<file path="config.mk">
export PLATFORM = sky130hd
export DESIGN_NAME = scv_audio_out
export DESIGN_NICKNAME = d
export VERILOG_FILES = /design/src/rtl/scv_pkg.sv /design/src/rtl/scv_audio_tick.sv /design/src/rtl/scv_audio_out.sv
export SDC_FILE = /design/constraint.sdc
export NUM_CORES = 1
export LEC_CHECK = 0
export BUFFER_PORTS_ARGS = -buffer_cell sky130_fd_sc_hd__buf_2
export CORE_MARGIN = 2
export CORE_UTILIZATION = 40
export CTS_CLUSTER_DIAMETER = 200
export DETAILED_ROUTE_END_ITERATION = 6
export GPL_ROUTABILITY_DRIVEN = 0
export PLACE_DENSITY = 0.56
export SETUP_SLACK_MARGIN = 0.15
export SLEW_MARGIN = 25
export SYNTH_ARGS = -nofsm -noshare
export SYNTH_HDL_FRONTEND = slang
export SYNTH_SLANG_ARGS = --single-unit
</file>
<file path="constraint.sdc">
create_clock -name CLK_SYS -period 5.32 [get_ports CLK_SYS]
set_input_delay 0.532 -clock CLK_SYS [delete_from_list [all_inputs] [get_ports CLK_SYS]]
set_output_delay 0.532 -clock CLK_SYS [all_outputs]
set_load 0.02 [all_outputs]
</file>
<file path="src/rtl/scv_pkg.sv">
// Shared types and helpers for the scv audio output path.
package scv_pkg;
  localparam logic [7:0] SND_MID = 8'h80;

  typedef logic signed [15:0] pcm_t;
  typedef logic signed [23:0] dcacc_t;

  // Clamp the 20-bit gained difference into 16-bit PCM range.
  function automatic pcm_t sat16(input logic signed [19:0] g);
    if (g > 20'sd32767)       return 16'sh7fff;
    else if (g < -20'sd32768) return 16'sh8000;
    else                      return g[15:0];
  endfunction
endpackage

</file>
<file path="src/rtl/scv_audio_tick.sv">
// Fractional output-rate divider: one-cycle TICK averaging OUT_HZ per CLK_HZ cycles.
module scv_audio_tick #(
  parameter int CLK_HZ = 28_636_363,
  parameter int OUT_HZ = 48_000
) (
  input  logic CLK_SYS,
  input  logic RST,
  output logic TICK
);
  logic [31:0] acc;
  logic [32:0] nxt;

  // Wider sum so the compare cannot wrap near 2^32.
  assign nxt  = {1'b0, acc} + 33'(OUT_HZ);
  assign TICK = (nxt >= 33'(CLK_HZ));

  always_ff @(posedge CLK_SYS) begin
    if (RST)       acc <= '0;
    else if (TICK) acc <= 32'(nxt - 33'(CLK_HZ));
    else           acc <= nxt[31:0];
  end
endmodule

</file>
<file path="src/rtl/scv_audio_out.sv">
// 8-bit unsigned core sound -> lowpass, zero-order hold, DC blocker, gain, saturate -> 16-bit PCM.
module scv_audio_out
  import scv_pkg::*;
#(
  parameter int CLK_HZ   = 28_636_363,
  parameter int OUT_HZ   = 48_000,
  parameter int LP_SHIFT = 2,
  parameter int DC_SHIFT = 10
) (
  input  logic        CLK_SYS,
  input  logic        RST,
  input  logic [7:0]  SND_IN,
  input  logic        SND_VALID,
  input  logic        MUTE,
  input  logic [1:0]  VOL,
  output logic [15:0] AUDIO_L,
  output logic [15:0] AUDIO_R,
  output logic        AUDIO_STB
);
  localparam int STAGES = 1;

  logic               tick;
  logic [STAGES:0]    vld_pipe;
  pcm_t               x, lp, hold;
  dcacc_t             dc;
  logic signed [16:0] lp_d, lp_step, diff;
  logic signed [24:0] dc_d, dc_step;
  logic signed [19:0] g;

  scv_audio_tick #(.CLK_HZ(CLK_HZ), .OUT_HZ(OUT_HZ)) u_tick (
    .CLK_SYS (CLK_SYS),
    .RST     (RST),
    .TICK    (tick)
  );

  assign x       = {SND_IN ^ SND_MID, 8'h00};
  assign lp_d    = 17'(x) - 17'(lp);
  assign lp_step = lp_d >>> LP_SHIFT;

  // dc is Q16.8; the difference is taken against the pre-update integer part.
  assign dc_d    = 25'(signed'({hold, 8'h00})) - 25'(dc);
  assign dc_step = dc_d >>> DC_SHIFT;
  assign diff    = 17'(hold) - 17'(signed'(dc[23:8]));
  assign g       = 20'(diff) <<< VOL;

  always_ff @(posedge CLK_SYS) begin
    if (RST) begin
      lp       <= '0;
      hold     <= '0;
      dc       <= '0;
      vld_pipe <= '0;
      AUDIO_L  <= '0;
    end else begin
      if (SND_VALID) lp <= 16'(17'(lp) + lp_step);
      // Sample-and-hold sees lp before any same-cycle input update.
      if (tick) hold <= lp;
      vld_pipe <= {vld_pipe[STAGES-1:0], tick};
      if (vld_pipe[0]) begin
        dc      <= 24'(25'(dc) + dc_step);
        AUDIO_L <= MUTE ? 16'h0000 : sat16(g);
      end
    end
  end

  assign AUDIO_STB = vld_pipe[STAGES];
  assign AUDIO_R   = AUDIO_L;
endmodule

</file>
## Word level (Yosys, flattened, before mapping)

Cells that the tools add are included.

| storage, ports and cells | value |
|---|---|
| register bits | 106 |
| output and inout bits | 33 |

| cells by class | value |
|---|---|
| magnitude comparators | 3 |
| muxes and demuxes | 4 |
| $add $sub $neg | 7 |
| shift operators | 1 |
| bitwise operators | 1 |

Operators by type and width:

| kind | number |
|---|---|
| 16-bit two-way mux | 3 |
| 16-bit by 16-bit subtractor with 17-bit output | 2 |
| 32-bit by 16-bit adder with 33-bit output, second input constant | 1 |
| 33-bit by 25-bit greater-or-equal comparator with 1-bit output, second input constant | 1 |
| 32-bit two-way mux | 1 |
| 32-bit by 25-bit subtractor with 32-bit output, second input constant | 1 |
| 24-bit by 24-bit subtractor with 25-bit output | 1 |
| 24-bit by 15-bit adder with 24-bit output | 1 |
| 20-bit by 16-bit > comparator with 1-bit output, second input constant | 1 |
| 20-bit by 16-bit < comparator with 1-bit output, second input constant | 1 |
| 17-bit by 2-bit <<< shifter with 20-bit output | 1 |
| 16-bit by 15-bit adder with 16-bit output | 1 |
| 1-bit inverter | 1 |

## Logic depth before layout (Yosys ltp)

| depth | value |
|---|---|
| word-level depth | 6 |
| mapped depth | 20 |

## By module

From an unflattened synthesis, not the netlist that was laid out.

| unflattened totals | value |
|---|---|
| cell total of the unflattened synthesis | 1213 |
| area total of the unflattened synthesis | 9535.4 µm² |

Modules (own cells, without submodules):

| module | cells each | instances | area each (µm²) |
|---|---|---|---|
| scv_audio_out | 859 | 1 | 6849.1 |
| scv_audio_tick | 354 | 1 | 2686.3 |

## Least setup slack after synthesis

Ideal clock, no wire load.

| timing path | value |
|---|---|
| kind | register -> register |
| start | reg hold[0] |
| end | reg dc[23] |
| data arrival time | 4228 ps |
| setup slack | 1022 ps |
| stages on the path, launching flop included | 21 |
| path buffers | 0 |
| data required time | 5250 ps |
| period minus slack after synthesis | 4298 ps |
| cells stage by stage | dfxtp_1 -> inv_1 -> ha_1 -> a41o_1 -> a21o_1 -> a21oi_1 -> o21bai_1 -> a31o_2 -> a21oi_1 -> o22ai_1 -> xor2_1 -> ha_1 -> and4_1 -> nand3_1 -> nor4b_1 -> nor2_1 -> a211o_1 -> a21o_1 -> a211o_1 -> a21o_1 -> a21oi_1 |

| between the ends | value |
|---|---|
| word-level cells in the longest chain between the ends | 2 |

RTL lines:

| item | line | text |
|---|---|---|
| start, declared | scv_audio_out.sv:24 | `pcm_t x, lp, hold;` |
| start signal, assigned | scv_audio_out.sv:56 | `if (tick) hold <= lp;` |
| 24-bit by 24-bit subtractor with 25-bit output | scv_audio_out.sv:41 | `assign dc_d = 25'(signed'({hold, 8'h00})) - 25'(dc);` |
| 24-bit by 15-bit adder with 24-bit output | scv_audio_out.sv:59 | `dc <= 24'(25'(dc) + dc_step);` |
| end signal, assigned | scv_audio_out.sv:59 |  |
| end, declared | scv_audio_out.sv:25 | `dcacc_t dc;` |

No other way between the ends.
A chain may end at the register's enable or synchronous reset.

## Worst setup path in the final report

Same ends and word-level chain as after synthesis.

==> summary.md <==
| Metric | Value |
|---|---|
| Final ANT Viol Nets | 0 |
| Vias in the first global route | 7,686 |
| WL/cell | 16.5 um |
| Cts hold-fix bufs | 0 |
| Worst skew pair latency | 0.37 ns |
| Min-Delay Path Class | flip-flop to flip-flop |
| WP data arrival | 5.11 ns |
| Startpoint types | flip-flop |
| Period minus WS final | 4.82 ns |
| Synth warn | 0 |
| Final hold vios | 0 |
| Layout net count | 1,242 |
| Most repeated cell in the gate-level netlist after synthesis | nor2_1 |
| CTS tree | yes |
| Clock buffer depth | 2 |
| Critical path type | flip-flop to flip-flop |
| Top_reg_cell synth | dfxtp_1 |
| Die ar. | 24,300 um^2 |
| Worst Max-Slew Pin Slew | 0.770 ns |
| ANT cells | 0 |
| Number of port buffers | 46 |
| Clock Tree Root | clkbuf_16 |
| Worst slew margin | 0.483 |
| Final Cycle Share | 0.907 |
| Max-cap violation count | 0 |
| Largest net degree at the start of global routing | 67 |
| Layout Cells excl Fill | 1,451 |
| Yosys top cell by area | dfxtp_1 |
| FFs w/ async S/R, synth | 0 |
| Gr usage total | 0.199 |
| Final setup viols | 0 |
| Crit. End Element | flip-flop |
| DR pass1 iterations | 5 |
| Fraction of layout cells with a size suffix above 1 | 0.0866 |
| Starting density of the core | 0.408 |
| Syn_nets | 1,255 |
| DR vias | 8,345 |
| Die height | 156 um |
| Cells after Synth | 1,174 |
| Cell Area, Synth | 9240 um^2 |
| Sequential area share after synthesis | 0.230 |
| Final Max Slew Viols | 0 |
| Die X | 156 um |
| EDFF count, synth | 0 |
| Post-synth top area share | 0.230 |
| Starting DRT DRC Count | 468 |
| Placed Instances | 1,435 |
| Grt total ovfl | 0 |
| Top post-synthesis cells by area | dfxtp_1, ha_1, xnor2_1 |
| Std-Cell Rows | 55 |
| Status | completed |
| Crit-path max FO | 5 |
| Placed Area | 9480 um^2 |
| Req. time, crit path | 5.61 ns |
| Yosys cell types | 89 |
| Core Area | 22,600 um^2 |
| Num CTS Buffers | 9 |
| First-pass GRT wire length | 39,400 um |
| CTS Sinks | 106 |
| Synth Area per Inst | 7.87 um^2 |
| DRC | 0 |
| H-tree Lvls | 3 |
| RSZ-0062 raised after global routing | no |
| Initial antenna violation count | 0 |
| Setup TNS | 0 ns |
| Routed wire length | 23,900 um |
| Max frequency | 207 MHz |
| Synth top cells by count | nor2_1, dfxtp_1, nand2_1 |
| Dpl hpwl | 17,600 um |
| Register bit total from synthesis | 106 |
| Layout area overhead | 6.05% |
| Post CTS Setup Buffer Count | 0 |
| Clock Pin Slew Worst Setup and Hold Paths | 0.08 ns |
| Finished Cell Area | 9800 um^2 |
| Num ports | 47 |
| Vias per cell | 5.75 |
| Cts repair resizes | 0 |
| Skew final | 0.0140 ns |
==> layout make-up <==
type                    instances  area [um^2]
clock buffers                  10          239
clock inverters                 6         83.8
fillers                      2330        12800
inverters                      59          221
multi-input cells             934         6510
flip-flops and latches        106         2120
well taps                     285          357
repair buffers                 51          270
==> state kept, by name (all words and copies together), names as in the netlist <==
name	count
dc	24
hold	16
AUDIO_L	16
lp	16
vld_pipe	2
u_tick.acc	32
==> cell usage in the layout (no fill, tap or decap), types with 6 or more instances in the layout <==
cell       synthesis  layout
ha_1              65      65
or3_1             17      17
mux2i_1           51      51
a21o_1            28      28
and2_1            10      10
o21a_1            17      17
a211o_1            7       7
inv_1             58      58
nand2_1           74      74
o31ai_1           11      11
o22ai_1            8       8
or2_2              6       6
and3_1             9       9
a31o_2             7       7
clkbuf_16          0       9
nand2b_1           8       8
a31oi_1           20      20
o21bai_1           7       7
nand3_1           30      30
a311oi_1          13      13
nor3_1            45      45
xor2_1            31      31
nor4_1             7       7
o21ai_0           41      41
nand4_1           18      18
nor3b_1            7       7
dfxtp_1          106     106
nor2b_1           17      17
nor2_1           126     126
buf_2              8      45
a211oi_1          15      15
buf_4             18       6
a21oi_1           73      73
xnor2_1           66      66
==> through the flow <==
stage	worst slack, ns	hold WS, ns	util
after floorplan	1.02	0.449	-
after global placement	0.772	0.462	0.419
after detailed placement	0.553	0.466	0.419
after CTS	0.511	0.478	0.433
after global routing	0.170	0.526	0.433
final	0.496	0.480	0.433
==> critical path, cell delays in order, from the launching register on <==
cell,delay (ns)
dfxtp_1,0.36
inv_1,0.05
ha_1,0.34
a41o_1,0.24
a21o_1,0.21
a21oi_1,0.22
o21bai_1,0.16
a31o_2,0.32
a21oi_1,0.32
o22ai_1,0.14
xor2_1,0.17
ha_1,0.37
and4_1,0.26
nand3_1,0.11
nor4b_1,0.32
nor2_1,0.12
a211o_1,0.30
a21o_1,0.18
a211o_1,0.27
a21o_1,0.16
a21oi_1,0.12
==> cells by family (layout without fill, tap and decap cells) <==
logic type                 after synthesis  after routing  share of synthesized area
AOI/OAI and AO/OA                      309            309                      0.238
xor gates and xnor gates                97             97                     0.0919
adders and majority gates               67             67                     0.0923
buffers and inverters                  134            126                     0.0662
DFF                                    106            106                      0.230
muxes                                   57             57                     0.0626
and+or+nand+nor                        404            404                      0.219
==> layer usage <==
metal	part of all wire	GRT usage	vias up
li1	-	-	4237
met1	0.49	0.268	3918
met2	0.45	0.326	157
met3	0.036	0.0297	33
met4	0.025	0.0690	0
met5	0	0	-
==> path summary, 6_finish.rpt <==
| check | from | endpoint | slack [ns] | cells past startpoint |
|---|---|---|---|---|
| setup / recovery | hold[0] | dc[23] | 0.50 | 20 |
| hold / removal | hold[0] | hold[0] | 0.48 | 2 |
| setup reg to reg | hold[0] | dc[23] | 0.50 | 20 |
| hold reg to reg | hold[0] | hold[0] | 0.48 | 2 |
Power is left out: the tool's default activity adds up to more than one toggle a clock period on the data nets, which glitch-free logic cannot reach.
